--- src/rtl/mbinit_pkg.sv ---
// Shared types and constants for the MBINIT sideband TX arbitration slice.
package mbinit_pkg;

  typedef enum logic [1:0] {
    IDLE      = 2'd0,
    ISSUE     = 2'd1,
    WAIT_DONE = 2'd2,
    DONE      = 2'd3
  } arbState_e;

  localparam int REQ_MOD = 0;
  localparam int REQ_PAR = 1;

  // Data field: {voltage_swing[4:0], max_data_rate[2:0], clock_mode, clock_phase}
  localparam int CLK_PHASE_OFS = 0;
  localparam int CLK_MODE_OFS  = 1;
  localparam int MAX_RATE_OFS  = 2;
  localparam int MAX_RATE_W    = 3;
  localparam int VSWING_OFS    = 5;
  localparam int VSWING_W      = 5;

  function automatic logic [9:0] packParamData(input logic [4:0] vSwing, input logic [2:0] maxRate,
                                               input logic clkMode, input logic clkPhase);
    logic [9:0] d;
    d = '0;
    d[CLK_PHASE_OFS] = clkPhase;
    d[CLK_MODE_OFS] = clkMode;
    d[MAX_RATE_OFS +: MAX_RATE_W] = maxRate;
    d[VSWING_OFS +: VSWING_W] = vSwing;
    return d;
  endfunction

endpackage

--- src/rtl/mbinit_sb_tx_arbiter_if.sv ---
// Handshake bundle between the PARAM FSMs, the arbiter and the sideband TX encoder.
interface mbinit_sb_tx_arbiter_if #(
  parameter int DATA_W = 10
);
  logic              i_en;
  logic              i_mod_req;
  logic              i_par_req;
  logic [3:0]        i_mod_msg;
  logic [3:0]        i_par_msg;
  logic              i_mod_has_data;
  logic              i_par_has_data;
  logic [DATA_W-1:0] i_mod_data;
  logic [DATA_W-1:0] i_par_data;
  logic              i_sb_busy;
  logic              i_falling_edge_busy;
  logic              o_mod_gnt;
  logic              o_par_gnt;
  logic              o_mod_done;
  logic              o_par_done;
  logic              o_sb_valid;
  logic [3:0]        o_sb_msg;
  logic              o_sb_data_valid;
  logic [DATA_W-1:0] o_sb_data;
  logic              o_timeout_err;

  modport slave (
    input  i_en, i_mod_req, i_par_req, i_mod_msg, i_par_msg, i_mod_has_data, i_par_has_data,
           i_mod_data, i_par_data, i_sb_busy, i_falling_edge_busy,
    output o_mod_gnt, o_par_gnt, o_mod_done, o_par_done, o_sb_valid, o_sb_msg,
           o_sb_data_valid, o_sb_data, o_timeout_err
  );

  modport master (
    output i_en, i_mod_req, i_par_req, i_mod_msg, i_par_msg, i_mod_has_data, i_par_has_data,
           i_mod_data, i_par_data, i_sb_busy, i_falling_edge_busy,
    input  o_mod_gnt, o_par_gnt, o_mod_done, o_par_done, o_sb_valid, o_sb_msg,
           o_sb_data_valid, o_sb_data, o_timeout_err
  );
endinterface

--- src/rtl/mbinit_sb_timer.sv ---
// Saturating transfer timer; tcDone flags the cycle in which the count reaches TIMEOUT_CYCLES.
module mbinit_sb_timer #(
  parameter int TIMEOUT_CYCLES = 8000
) (
  input  logic CLK,
  input  logic rst_n,
  input  logic clr,
  input  logic en,
  output logic tcDone
);
  localparam int CNT_W = $clog2(TIMEOUT_CYCLES + 1);
  localparam logic [CNT_W-1:0] LIMIT    = CNT_W'(TIMEOUT_CYCLES);
  localparam logic [CNT_W-1:0] LIMIT_M1 = CNT_W'(TIMEOUT_CYCLES - 1);

  logic [CNT_W-1:0] count;

  always_ff @(posedge CLK or negedge rst_n) begin
    if (!rst_n) begin
      count <= '0;
    end else if (clr) begin
      count <= '0;
    end else if (en && (count != LIMIT)) begin
      count <= count + 1'b1;
    end
  end

  assign tcDone = en && (count >= LIMIT_M1);
endmodule

--- src/rtl/mbinit_sb_tx_arbiter.sv ---
// Round-robin owner of the sideband TX channel shared by the MBINIT PARAM requester and responder.
// state     | meaning
// IDLE      | arbitrate pending requests once the sideband is free
// ISSUE     | latched message presented, waiting for busy to rise
// WAIT_DONE | sideband transmitting, waiting for busy falling edge
// DONE      | one-cycle completion pulse to the owner
module mbinit_sb_tx_arbiter
  import mbinit_pkg::*;
#(
  parameter int DATA_W         = 10,
  parameter int TIMEOUT_CYCLES = 8000
) (
  input logic CLK,
  input logic rst_n,
  mbinit_sb_tx_arbiter_if.slave sb
);
  arbState_e         state, nextState;
  logic              ownerPar, nextOwnerPar;
  logic              lastGntPar, nextLastGntPar;
  logic [3:0]        msgLatch, nextMsg;
  logic              hasDataLatch, nextHasData;
  logic [DATA_W-1:0] dataLatch, nextData;
  logic              winPar, timeoutPulse, tcDone, active;
  logic [1:0]        reqVec;

  assign reqVec[REQ_MOD] = sb.i_mod_req;
  assign reqVec[REQ_PAR] = sb.i_par_req;

  mbinit_sb_timer #(.TIMEOUT_CYCLES(TIMEOUT_CYCLES)) uTimer (
    .CLK    (CLK),
    .rst_n  (rst_n),
    .clr    (state == IDLE),
    .en     (sb.i_en && ((state == ISSUE) || (state == WAIT_DONE))),
    .tcDone (tcDone)
  );

  always_ff @(posedge CLK or negedge rst_n) begin
    if (!rst_n) begin
      state        <= IDLE;
      ownerPar     <= 1'b0;
      lastGntPar   <= 1'b1;
      msgLatch     <= '0;
      hasDataLatch <= 1'b0;
      dataLatch    <= '0;
    end else begin
      state        <= nextState;
      ownerPar     <= nextOwnerPar;
      lastGntPar   <= nextLastGntPar;
      msgLatch     <= nextMsg;
      hasDataLatch <= nextHasData;
      dataLatch    <= nextData;
    end
  end

  always_comb begin
    nextState      = state;
    nextOwnerPar   = ownerPar;
    nextLastGntPar = lastGntPar;
    nextMsg        = msgLatch;
    nextHasData    = hasDataLatch;
    nextData       = dataLatch;
    winPar         = 1'b0;
    timeoutPulse   = 1'b0;
    if (!sb.i_en) begin
      nextState = IDLE;
    end else begin
      case (state)
        IDLE: begin
          if (!sb.i_sb_busy && (reqVec != 2'b00)) begin
            // On a tie the side that did not own the channel last wins.
            winPar       = reqVec[REQ_PAR] && (!reqVec[REQ_MOD] || !lastGntPar);
            nextOwnerPar = winPar;
            nextMsg      = winPar ? sb.i_par_msg : sb.i_mod_msg;
            nextHasData  = winPar ? sb.i_par_has_data : sb.i_mod_has_data;
            nextData     = winPar ? sb.i_par_data : sb.i_mod_data;
            nextState    = ISSUE;
          end
        end
        ISSUE: begin
          if (tcDone) begin
            nextState      = IDLE;
            timeoutPulse   = 1'b1;
            nextLastGntPar = ownerPar;
          end else if (sb.i_sb_busy) begin
            nextState = WAIT_DONE;
          end
        end
        WAIT_DONE: begin
          if (sb.i_falling_edge_busy) begin
            nextState = DONE;
          end else if (tcDone) begin
            nextState      = IDLE;
            timeoutPulse   = 1'b1;
            nextLastGntPar = ownerPar;
          end
        end
        DONE: begin
          nextState      = IDLE;
          nextLastGntPar = ownerPar;
        end
        default: nextState = IDLE;
      endcase
    end
  end

  assign active = (nextState != IDLE);

  // Outputs are registered from the next-state view so they line up with the state register.
  always_ff @(posedge CLK or negedge rst_n) begin
    if (!rst_n) begin
      sb.o_mod_gnt       <= 1'b0;
      sb.o_par_gnt       <= 1'b0;
      sb.o_mod_done      <= 1'b0;
      sb.o_par_done      <= 1'b0;
      sb.o_sb_valid      <= 1'b0;
      sb.o_sb_msg        <= 4'h0;
      sb.o_sb_data_valid <= 1'b0;
      sb.o_sb_data       <= '0;
      sb.o_timeout_err   <= 1'b0;
    end else begin
      sb.o_mod_gnt       <= active && !nextOwnerPar;
      sb.o_par_gnt       <= active && nextOwnerPar;
      sb.o_mod_done      <= (nextState == DONE) && !nextOwnerPar;
      sb.o_par_done      <= (nextState == DONE) && nextOwnerPar;
      sb.o_sb_valid      <= (nextState == ISSUE);
      sb.o_sb_msg        <= active ? nextMsg : 4'h0;
      sb.o_sb_data_valid <= ((nextState == ISSUE) || (nextState == WAIT_DONE)) && nextHasData;
      sb.o_sb_data       <= active ? nextData : '0;
      sb.o_timeout_err   <= timeoutPulse;
    end
  end
endmodule

--- src/flat_wrapper.sv ---
// flat-port wrapper written by rule: the top's interface ports become plain ports
module mbinit_sb_tx_arbiter_flat import mbinit_pkg::*;
#(
  parameter int DATA_W         = 10,
  parameter int TIMEOUT_CYCLES = 8000
)
  (CLK, rst_n, sb_i_en, sb_i_mod_req, sb_i_par_req, sb_i_mod_msg, sb_i_par_msg, sb_i_mod_has_data, sb_i_par_has_data, sb_i_mod_data, sb_i_par_data, sb_i_sb_busy, sb_i_falling_edge_busy, sb_o_mod_gnt, sb_o_par_gnt, sb_o_mod_done, sb_o_par_done, sb_o_sb_valid, sb_o_sb_msg, sb_o_sb_data_valid, sb_o_sb_data, sb_o_timeout_err);
  mbinit_sb_tx_arbiter_if #(.DATA_W(DATA_W)) sb_i ();
  input logic CLK;
  input logic rst_n;
  input wire logic [$bits(sb_i.i_en)-1:0] sb_i_en;
  input wire logic [$bits(sb_i.i_mod_req)-1:0] sb_i_mod_req;
  input wire logic [$bits(sb_i.i_par_req)-1:0] sb_i_par_req;
  input wire logic [$bits(sb_i.i_mod_msg)-1:0] sb_i_mod_msg;
  input wire logic [$bits(sb_i.i_par_msg)-1:0] sb_i_par_msg;
  input wire logic [$bits(sb_i.i_mod_has_data)-1:0] sb_i_mod_has_data;
  input wire logic [$bits(sb_i.i_par_has_data)-1:0] sb_i_par_has_data;
  input wire logic [$bits(sb_i.i_mod_data)-1:0] sb_i_mod_data;
  input wire logic [$bits(sb_i.i_par_data)-1:0] sb_i_par_data;
  input wire logic [$bits(sb_i.i_sb_busy)-1:0] sb_i_sb_busy;
  input wire logic [$bits(sb_i.i_falling_edge_busy)-1:0] sb_i_falling_edge_busy;
  output wire logic [$bits(sb_i.o_mod_gnt)-1:0] sb_o_mod_gnt;
  output wire logic [$bits(sb_i.o_par_gnt)-1:0] sb_o_par_gnt;
  output wire logic [$bits(sb_i.o_mod_done)-1:0] sb_o_mod_done;
  output wire logic [$bits(sb_i.o_par_done)-1:0] sb_o_par_done;
  output wire logic [$bits(sb_i.o_sb_valid)-1:0] sb_o_sb_valid;
  output wire logic [$bits(sb_i.o_sb_msg)-1:0] sb_o_sb_msg;
  output wire logic [$bits(sb_i.o_sb_data_valid)-1:0] sb_o_sb_data_valid;
  output wire logic [$bits(sb_i.o_sb_data)-1:0] sb_o_sb_data;
  output wire logic [$bits(sb_i.o_timeout_err)-1:0] sb_o_timeout_err;
  assign sb_i.i_en = sb_i_en;
  assign sb_i.i_mod_req = sb_i_mod_req;
  assign sb_i.i_par_req = sb_i_par_req;
  assign sb_i.i_mod_msg = sb_i_mod_msg;
  assign sb_i.i_par_msg = sb_i_par_msg;
  assign sb_i.i_mod_has_data = sb_i_mod_has_data;
  assign sb_i.i_par_has_data = sb_i_par_has_data;
  assign sb_i.i_mod_data = sb_i_mod_data;
  assign sb_i.i_par_data = sb_i_par_data;
  assign sb_i.i_sb_busy = sb_i_sb_busy;
  assign sb_i.i_falling_edge_busy = sb_i_falling_edge_busy;
  assign sb_o_mod_gnt = sb_i.o_mod_gnt;
  assign sb_o_par_gnt = sb_i.o_par_gnt;
  assign sb_o_mod_done = sb_i.o_mod_done;
  assign sb_o_par_done = sb_i.o_par_done;
  assign sb_o_sb_valid = sb_i.o_sb_valid;
  assign sb_o_sb_msg = sb_i.o_sb_msg;
  assign sb_o_sb_data_valid = sb_i.o_sb_data_valid;
  assign sb_o_sb_data = sb_i.o_sb_data;
  assign sb_o_timeout_err = sb_i.o_timeout_err;
  mbinit_sb_tx_arbiter #(.DATA_W(DATA_W), .TIMEOUT_CYCLES(TIMEOUT_CYCLES)) u_core (.CLK(CLK), .rst_n(rst_n), .sb(sb_i));
endmodule
--- config.mk ---
export PLATFORM = sky130hd
export DESIGN_NAME = mbinit_sb_tx_arbiter_flat
export DESIGN_NICKNAME = d
export VERILOG_FILES = /design/src/rtl/mbinit_pkg.sv /design/src/rtl/mbinit_sb_tx_arbiter_if.sv /design/src/rtl/mbinit_sb_timer.sv /design/src/rtl/mbinit_sb_tx_arbiter.sv /design/src/flat_wrapper.sv
export SDC_FILE = /design/constraint.sdc
export NUM_CORES = 1
export LEC_CHECK = 0
export CAP_MARGIN = 20
export CELL_PAD_IN_SITES_DETAIL_PLACEMENT = 1
export CELL_PAD_IN_SITES_GLOBAL_PLACEMENT = 1
export CORE_MARGIN = 2
export CORE_UTILIZATION = 42
export CTS_CLUSTER_SIZE = 24
export DETAILED_ROUTE_END_ITERATION = 10
export GPL_ROUTABILITY_DRIVEN = 0
export PLACE_DENSITY = 0.86
export SETUP_SLACK_MARGIN = 0.1
export SYNTH_ARGS = -nofsm -noshare
export SYNTH_HDL_FRONTEND = slang
export SYNTH_HIERARCHICAL = 1
export SYNTH_SLANG_ARGS = --single-unit
--- constraint.sdc ---
create_clock -name CLK -period 5 [get_ports CLK]
set_clock_uncertainty 0.15 [all_clocks]
set_input_delay 1 -clock CLK [delete_from_list [all_inputs] [get_ports CLK]]
set_output_delay 1 -clock CLK [all_outputs]
set_load 0.02 [all_outputs]
==> flow_summary_export.csv, run 1 <==
group,metric,value,unit
status,outcome,"finished clean",
final_layout,nets,328,
yosys,ys_ff_latch,53,
yosys,synth_top_area_share,49.57,%
place,dpl_cell_area,3198,um2
detailed_routing,detail_route.wl_per_cell,18.70,um
pwr,leakage,1.404,nW
clock_tree,clk_pin_slew,100,ps
pwr,comb_power_share,44.2,%
final_layout,area_delta_synth_final,25.41,%
yosys,async_flop_share,100.0,%
sta,setup_viol_count_final,0,
critical_path,cpMostUsedCell,"a21oi_1",
yosys,synth_flop_cell,"dfrtp_1",
pwr,swShare,37.90,%
yosys,ys_warn_count,6,
global_routing,grt_pass1_wl,11100,um
sta,fmax,0.3007,GHz
critical_path,path_class,"input pin to flop",
critical_path,worstPathCellList,"clkdlybuf4s50_1, and2_1, nand3_1, a21oi_1, a21oi_1, o211ai_1, ha_1, buf_4, and3b_1",
floorplan,core_area,5991,um2
floorplan,row_count,28,
global_routing,grt_max_degree,54,
pwr,intPower,945.4,uW
global_routing,use_met3,4.374,%
sta,fin_crit,3325,ps
critical_path,crit_family,"buffers and inverters",
clock_tree,cts_resized,0,
floorplan,chipWidth,83.06,um
detailed_routing,wl,6676,um
yosys,syn_avg_cell_area,11.56,um2
floorplan,die_h,83.06,um
global_routing,grt_pass1_vias,2203,
clock_tree,root_buffer,"clkbuf_8",
detailed_routing,drc_errors,0,
floorplan,io_pins,58,
final_layout,post-route-cell-area,3292,um2
final_layout,finalNonFillerCells,357,
pwr,p_per_area,462.4,nW/um2
clock_tree,cts_inserted_buffers,5,
global_routing,grt_use_met1,25.37,%
yosys,yosys.cell_count.top_type,"dfrtp_1",
detailed_routing,ant_nets,0,
sta,min_period_over_period,66.51,%
yosys,synth-seq-area-share,50.57,%
final_layout,diodes,0,
final_layout,drive_above_1_share,12.41,%
sta,rsz0062_at_grt,"no",
sta,relSlewSlack,49.31,%
yosys,syn_inst,227,
critical_path,path_max_fanout,16,
clock_tree,htreeDepth,2,
yosys,syn_nets,274,
clock_tree,cts.sinks,53,
worst_hold_path,hold_path_class,"flop to flop",
final_layout,regArea,1328,um2
place,dpl.hpwl,4823,um
final_layout,finish.utilization,54.95,%
sta,hold_viol,0,
clock_tree,cts_setup_buffers,0,
global_routing,globalRouteOverflowTotal,0,
critical_path,endpoint_kind,"flop",
place,placedCellCount,349,
clock_tree,cts_tree,"done",
detailed_routing,via_per_inst,5.647,
pwr,peakVddDrop,0.2477,mV
sta,timing.hold.ws,384.3,ps
yosys,syn-cell-area,2625,um2
global_routing,track_usage,20.36,%
global_routing,antenna_found_initial,0,
global_routing,busiest_layer,"met2",
pwr,switchingPower,576.9,uW
job,maxCapViolations,0,
clock_tree,worstSkewPairLatency,310,ps
yosys,yosys.area.top_type,"dfrtp_1",
critical_path,slowest_delay,570,ps
clock_tree,hold_buffers,0,
detailed_routing,drt_iter0_drc,101,
sta,setup_tns,0,ps
critical_path,cp-start-kind,"input pin",
critical_path,required,5050,ps
sta,worst_pin_slew,760.4,ps
yosys,synth_common_cells,"dfrtp_1, a21oi_1, mux2i_1",
yosys,synth_edf_count,0,
floorplan,dieArea,6898,um2
critical_path,crit_arrival,3370,ps
pwr,p_clk_share,16.4,%
yosys,synth.area.top_cells,"dfrtp_1, a21oi_1, a211oi_2",
place,portBuffers,57,
yosys,ys_types,43,
sta,report.final.slew_viol_count,0,
final_layout,fillers,649,
floorplan,start_util,43.82,%
critical_path,crit_buf_inv,2,
pwr,power_frac_seq,39.5,%
global_routing,met2_usage,33.94,%
detailed_routing,num_vias,2016,
clock_tree,clockBufferDepth,2,
detailed_routing,firstDrtPassIters,4,
critical_path,crit_slowest_cell,"clkdlybuf4s50_1",
final_layout,multi_input_area,1151,um2
worst paths after layout:
check	startpoint	cells after the start	to	slack, ps
setup / recovery	sb_i_en	9	u_core/sb.o_mod_gnt	1670
hold / removal	u_core/dataLatch[6]	2	u_core/dataLatch[6]	380
setup reg to reg	u_core/state[1]	10	u_core/sb.o_mod_gnt	2180
hold reg to reg	u_core/dataLatch[6]	2	u_core/dataLatch[6]	380
max in group asynchronous	rst_n	2	u_core/sb.o_sb_data[6]	3590
min in group asynchronous	rst_n	2	u_core/uTimer/count[0]	650
cells by family after synthesis:
group | count (synthesis) | synth area share, %
buffers and inverters | 21 | 5.577
AND/OR/NAND/NOR | 45 | 10.01
flip-flops | 53 | 50.57
XOR/XNOR | 6 | 2.002
AO/OA/AOI/OAI | 75 | 20.54
adder cells (fa/ha/maj) | 10 | 4.766
multiplexers | 17 | 6.530
worst register-to-register path: cells and delay by family (launching register included):
family	cells	cell delay [ps]
fa+ha+maj	2	480
flops	1	410
compound gates	3	670
buf+inv	2	390
simple gates	3	610
flip-flops by register name (all words and copies together), names as in the netlist:
| signal | count |
|---|---|
| u_core/lastGntPar | 1 |
| u_core/state | 2 |
| u_core/sb.o_sb_valid | 1 |
| u_core/sb.o_mod_gnt | 1 |
| u_core/sb.o_mod_done | 1 |
| u_core/sb.o_sb_data_valid | 1 |
| u_core/ownerPar | 1 |
| u_core/sb.o_timeout_err | 1 |
| u_core/uTimer/count | 13 |
| u_core/dataLatch | 10 |
| u_core/msgLatch | 4 |
| u_core/sb.o_sb_msg | 4 |
| u_core/sb.o_par_done | 1 |
| u_core/sb.o_par_gnt | 1 |
| u_core/sb.o_sb_data | 10 |
| u_core/hasDataLatch | 1 |
power by group through the flow:
stage               sequential [mW]  combinational, mW  clock, mW
CTS                           0.602              0.679      0.261
floorplan                     0.661              0.388          0
global placement              0.602              0.633          0
finish                        0.601              0.672      0.249
detailed placement            0.611              0.673          0
global route                  0.611              0.735      0.281
through the flow:
stage,worst slack [ps],power (mW)
2_1_floorplan,2229,1.048
3_5_place_dp,1368,1.285
5_1_grt,1541,1.627
6_report,1675,1.522
3_3_place_gp,1560,1.235
4_1_cts,1721,1.542
final cells by class:
cell class | instances | area share [%]
flip-flops and latches | 53 | 40.33
multi-input cells | 153 | 34.97
repair buffers | 60 | 18.09
well taps | 75 | 2.851
clock buffers | 7 | 2.623
inverters | 8 | 0.9122
clock inverters | 1 | 0.2280
cell usage in the layout, fill, tap and decap left out, drive strengths merged, types with 2 or more instances in the layout:
cell	Yosys	final
and3b	2	2
clkbuf	2	7
o211ai	3	3
clkdlybuf4s50	0	56
or2	2	2
dfrtp	52	52
ha	10	10
a211oi	15	15
mux2i	16	16
and3	4	4
a21boi	2	2
nand2b	2	2
or3	3	3
xor2	5	5
and2	4	4
o211a	2	2
nor2	8	8
nand4	6	6
and4	3	3
a21oi	39	39
o21ai	7	7
inv	8	8
buf	11	4
nand3	4	4
nand2	4	4
layer usage:
layer / routed length, um / part of all wire [%]
met3: 218 / 3.3
met2: 3299 / 49
met4: 190 / 2.8
met1: 2968 / 44
met5: 0 / 0
No activity file was read; power rests on OpenSTA's default activity.
==> run 2, diff against run 1 <==
- CORE_UTILIZATION: 42 -> 39
- PLACE_DENSITY: 0.86 -> 0.81
- clock period: 5 -> 3.5 ns (I/O delays scaled with it)
==> run 2 against run 1 <==
Setup slack worse by 880 ps. Clock power up 45%. Via count down 2.8%. Global-route usage down 2.6 points. Cell area up 1.1%. Final cell count up 2.0%. Combinational power up 44%. Non-clock buffer count up 5. Count of clock-buffer cells in the layout down 1. Critical path type unchanged. Highest routed layer unchanged.
==> flow_summary_export.csv, run 2 (synthesized netlist as in run 1, its figures left out) <==
group,metric,value,unit
clock_tree,clockBufferDepth,2,
sta,setup_viol_count_final,0,
final_layout,drive_above_1_share,14.29,%
sta,min_period_over_period,77.19,%
critical_path,path_class,"input pin to flop",
clock_tree,htreeDepth,2,
sta,fmax,0.3701,GHz
critical_path,r2r_cells,10,
floorplan,row_count,29,
clock_tree,cts_setup_buffers,0,
sta,relSlewSlack,44.84,%
worst_hold_path,hold_path_class,"input pin to asynchronous set/reset pin",
global_routing,grt_max_degree,38,
final_layout,finish.utilization,51.80,%
global_routing,antenna_found_initial,0,
final_layout,post-route-cell-area,3327,um2
final_layout,multi_input_area,1151,um2
pwr,leakage,1.433,nW
sta,hold_viol,0,
detailed_routing,wl,6241,um
global_routing,globalRouteOverflowTotal,0,
detailed_routing,via_per_inst,5.382,
detailed_routing,drc_errors,0,
sta,worst_pin_slew,827.4,ps
critical_path,endpoint_kind,"flop",
clock_tree,cts_resized,0,
critical_path,path_max_fanout,7,
sta,report.final.slew_viol_count,0,
floorplan,start_util,40.87,%
clock_tree,hold_buffers,0,
final_layout,final_cell_mix,"clkdlybuf4s50_1, dfrtp_1, a21oi_1",
final_layout,diodes,0,
place,portBuffers,57,
final_layout,largest_reg_flops,13,
global_routing,grt_pass1_vias,2111,
pwr,peakVddDrop,0.2813,mV
detailed_routing,num_vias,1959,
floorplan,dieArea,7403,um2
final_layout,max_flop_register,"u_core/uTimer/count",
place,dpl.hpwl,4623,um
global_routing,track_usage,17.78,%
critical_path,crit_arrival,2760,ps
sta,fin_crit,2702,ps
final_layout,reg_top3,"u_core/uTimer/count: 13 flops, u_core/dataLatch: 10 flops, u_core/sb.o_sb_data: 10 flops",
floorplan,core_area,6422,um2
floorplan,die_h,86.04,um
final_layout,regArea,1328,um2
final_layout,nets,333,
status,outcome,"finished clean",
sta,rsz0062_at_grt,"no",
detailed_routing,drt_iter0_drc,67,
pwr,p_per_area,656.6,nW/um2
detailed_routing,detail_route.wl_per_cell,17.15,um
sta,setup_tns,0,ps
critical_path,required,3560,ps
clock_tree,cts.sinks,53,
critical_path,cp-start-kind,"input pin",
place,dpl_cell_area,3231,um2
final_layout,area_delta_synth_final,26.74,%
clock_tree,cts_tree,"done",
global_routing,grt_pass1_wl,10330,um
final_layout,fillers,683,
detailed_routing,firstDrtPassIters,4,
clock_tree,clk_pin_slew,90,ps
clock_tree,root_buffer,"clkbuf_8",
detailed_routing,ant_nets,0,
clock_tree,cts_inserted_buffers,5,
job,maxCapViolations,0,
clock_tree,worstSkewPairLatency,310,ps
floorplan,chipWidth,86.04,um
floorplan,io_pins,58,
final_layout,layout_commonest_cell,"clkdlybuf4s50_1",
-- run 2: path summary, 6_finish.rpt --
| kind | start | end | slack [ps] |
|---|---|---|---|
| worst min-delay path | rst_n | u_core/uTimer/count[2] | 340 |
| min in group CLK | u_core/ownerPar | u_core/lastGntPar | 380 |
| worst min register to register | u_core/ownerPar | u_core/lastGntPar | 380 |
| worst max-delay path | sb_i_en | u_core/sb.o_mod_gnt | 800 |
| worst max register to register | u_core/state[0] | u_core/sb.o_mod_gnt | 1000 |
| max in group asynchronous | rst_n | u_core/sb.o_sb_data[5] | 2190 |
-- run 2: metal layers --
metal	global-route usage (%)	up-vias	wire, um
met1	23.11	973	2777
met4	6.782	0	99
li1	-	939	-
met5	0	-	0
met3	3.176	7	230
met2	29.53	40	3134
-- run 2: final cells by class --
| cell class | count | area share (%) |
|---|---|---|
| flip-flops and latches | 53 | 39.90 |
| multi-input cells | 153 | 34.60 |
| repair buffers | 65 | 18.80 |
| well taps | 77 | 2.896 |
| clock buffers | 6 | 2.482 |
| inverters | 8 | 0.9026 |
| clock inverters | 2 | 0.4137 |
-- run 2: critical path, stage by stage --
cell and delay [ps]:
clkdlybuf4s50_1 590, and2_1 180, nand3_1 80, a21oi_1 260, a21oi_1 110, o211ai_1 230, ha_1 240, buf_4 190
and3b_1 180
-- run 2: where the power goes --
group | internal, mW | switching, mW | total, mW
registers | 0.794 | 0.0646 | 0.858
logic | 0.419 | 0.547 | 0.966
clock network | 0.161 | 0.200 | 0.360
-- run 2: metrics by stage --
| step | setup slack, ps | hold WS (ps) | power, mW | std cells |
|---|---|---|---|---|
| 2_1_floorplan | 1022 | 254.4 | 1.497 | 227 |
| 3_3_place_gp | 591.6 | 344.8 | 1.802 | 356 |
| 3_5_place_dp | 468.3 | 369.0 | 1.847 | 356 |
| 4_1_cts | 787.1 | 359.4 | 2.220 | 364 |
| 5_1_grt | 642.5 | 387.1 | 2.335 | 364 |
| 6_report | 798.3 | 336.5 | 2.184 | 364 |
==> run 3, diff against run 2 <==
- clock period: 3.5 -> 2.7 ns (I/O delays scaled with it)
==> run 3 against run 2 <==
Non-clock buffer count is 1 higher. Count of clock-buffer cells in the layout is 1 higher. Sequential power is 31% higher. Final cell count stayed put. Cell area is 0.79% higher. Combinational power is 35% higher. Utilization is 0.41 points higher.
==> flow_summary_export.csv, run 3 (synthesized netlist as in run 1, its figures left out) <==
group,metric,value,unit
place,dpl.hpwl,4714,um
place,post-place-ws,116.1,ps
clock_tree,cts.sinks,53,
critical_path,reg2reg_slack,360,ps
clock_tree,worstSkewPairLatency,290,ps
global_routing,globalRouteOverflowTotal,0,
sta,min_period_over_period,86.52,%
final_layout,finalNonFillerCells,364,
sta,fin_crit,2336,ps
global_routing,grt_pass1_wl,10930,um
sta,setup_tns,0,ps
sta,worst_pin_slew,625.0,ps
final_layout,diodes,0,
pwr,swShare,37.43,%
final_layout,drive_above_1_share,14.29,%
sta,rsz0062_at_grt,"no",
clock_tree,clockBufferDepth,2,
global_routing,antenna_found_initial,0,
clock_tree,clk_pin_slew,90,ps
floorplan,dieArea,7403,um2
detailed_routing,via_per_inst,5.478,
sta,relSlewSlack,58.34,%
final_layout,max_flop_register,"u_core/uTimer/count",
status,outcome,"finished clean",
pwr,power_frac_seq,39.1,%
critical_path,cp-start-kind,"flop",
detailed_routing,drc_errors,0,
final_layout,area_delta_synth_final,27.74,%
floorplan,die_h,86.04,um
final_layout,finish.utilization,52.21,%
sta,fmax,0.4281,GHz
final_layout,post-route-cell-area,3353,um2
pwr,comb_power_share,45.3,%
detailed_routing,drt_iter0_drc,56,
clock_tree,cts_tree,"done",
global_routing,track_usage,18.89,%
final_layout,nets,334,
clock_tree,cts_setup_buffers,0,
clock_tree,cts_inserted_buffers,5,
pwr,peakVddDrop,0.3779,mV
place,portBuffers,57,
critical_path,crit_arrival,2390,ps
global_routing,grt_max_degree,31,
detailed_routing,firstDrtPassIters,4,
detailed_routing,wl,6516,um
place,dpl_cell_area,3263,um2
worst_hold_path,hold_path_class,"input pin to asynchronous set/reset pin",
floorplan,start_util,40.87,%
final_layout,layout_commonest_cell,"clkdlybuf4s50_1",
floorplan,chipWidth,86.04,um
pwr,intPower,1.798,mW
pwr,leakage,1.441,nW
sta,setup_viol_count_final,0,
floorplan,core_area,6422,um2
final_layout,final_cell_mix,"clkdlybuf4s50_1, dfrtp_1, a21oi_1",
floorplan,row_count,29,
clock_tree,htreeDepth,2,
detailed_routing,detail_route.wl_per_cell,17.90,um
place,placedCellCount,357,
pwr,p_per_area,856.8,nW/um2
pwr,switchingPower,1.075,mW
critical_path,path_max_fanout,15,
clock_tree,root_buffer,"clkbuf_8",
critical_path,required,2760,ps
sta,timing.final.ws_setup,363.9,ps
floorplan,io_pins,58,
sta,report.final.slew_viol_count,0,
final_layout,largest_reg_flops,13,
global_routing,grt_pass1_vias,2237,
detailed_routing,ant_nets,0,
critical_path,path_class,"flop to flop",
critical_path,endpoint_kind,"flop",
sta,hold_viol,0,
final_layout,reg_top3,"u_core/uTimer/count: 13 flops, u_core/dataLatch: 10 flops, u_core/sb.o_sb_data: 10 flops",
detailed_routing,num_vias,1994,
pwr,p_clk_share,15.6,%
job,maxCapViolations,0,
[run 3: power by group through the flow]
| stage | registers [mW] | logic [mW] | clock network (mW) |
|---|---|---|---|
| final | 1.12 | 1.30 | 0.447 |
| after global routing | 1.15 | 1.42 | 0.497 |
| after CTS | 1.12 | 1.31 | 0.458 |
| after detailed placement | 1.14 | 1.29 | 0 |
| after global placement | 1.13 | 1.24 | 0 |
| after floorplan | 1.22 | 0.718 | 0 |
[run 3: worst paths after layout]
| path | startpoint | endpoint | cells after the start |
|---|---|---|---|
| min in group CLK | u_core/ownerPar | u_core/lastGntPar | 1 |
| hold reg to reg | u_core/ownerPar | u_core/lastGntPar | 1 |
| setup / recovery | u_core/state[0] | u_core/sb.o_sb_data[2] | 10 |
| max in group asynchronous | rst_n | u_core/lastGntPar | 2 |
| hold / removal | rst_n | u_core/uTimer/count[0] | 1 |
| setup reg to reg | u_core/state[0] | u_core/sb.o_sb_data[2] | 10 |
[run 3: worst max-delay path, cell delays in order (launching register included)]
cell and delay [ps]:
dfrtp_1 420, inv_1 160, ha_1 260, and2_1 160
nand3_1 100, a21oi_2 50, a21oi_1 220, o211ai_1 120
ha_1 250, buf_12 170, a211oi_2 180
[run 3: final cells by class]
cell class / count / area, um2
fill: 678 / 3069
sequential: 53 / 1328
multi-input combinational: 153 / 1155
timing repair buffer: 66 / 658.1
tap: 77 / 96.34
clock buffer: 7 / 86.33
inverter: 8 / 30.03
[run 3: layer usage]
| layer | global-route usage [%] | up-vias | share of wire [%] |
|---|---|---|---|
| met4 | 6.349 | 0 | 1.3 |
| met3 | 3.176 | 7 | 3.2 |
| met5 | 0 | - | 0 |
| met2 | 32.35 | 40 | 51 |
| li1 | - | 938 | - |
| met1 | 24.21 | 1009 | 44 |
[run 3: what timing repair did]
item | CTS | global route
resized for setup | 0 | 1
hold buffers | 0 | 0
setup endpoints to repair | 0 | 15
[run 3: through the flow]
| step | hold WS [ps] | power (mW) |
|---|---|---|
| after global routing | 142.0 | 3.065 |
| final | 100.4 | 2.873 |
| after CTS | 121.2 | 2.897 |
| after floorplan | 94.41 | 1.941 |
| after detailed placement | 368.4 | 2.431 |
| after global placement | 348.4 | 2.361 |
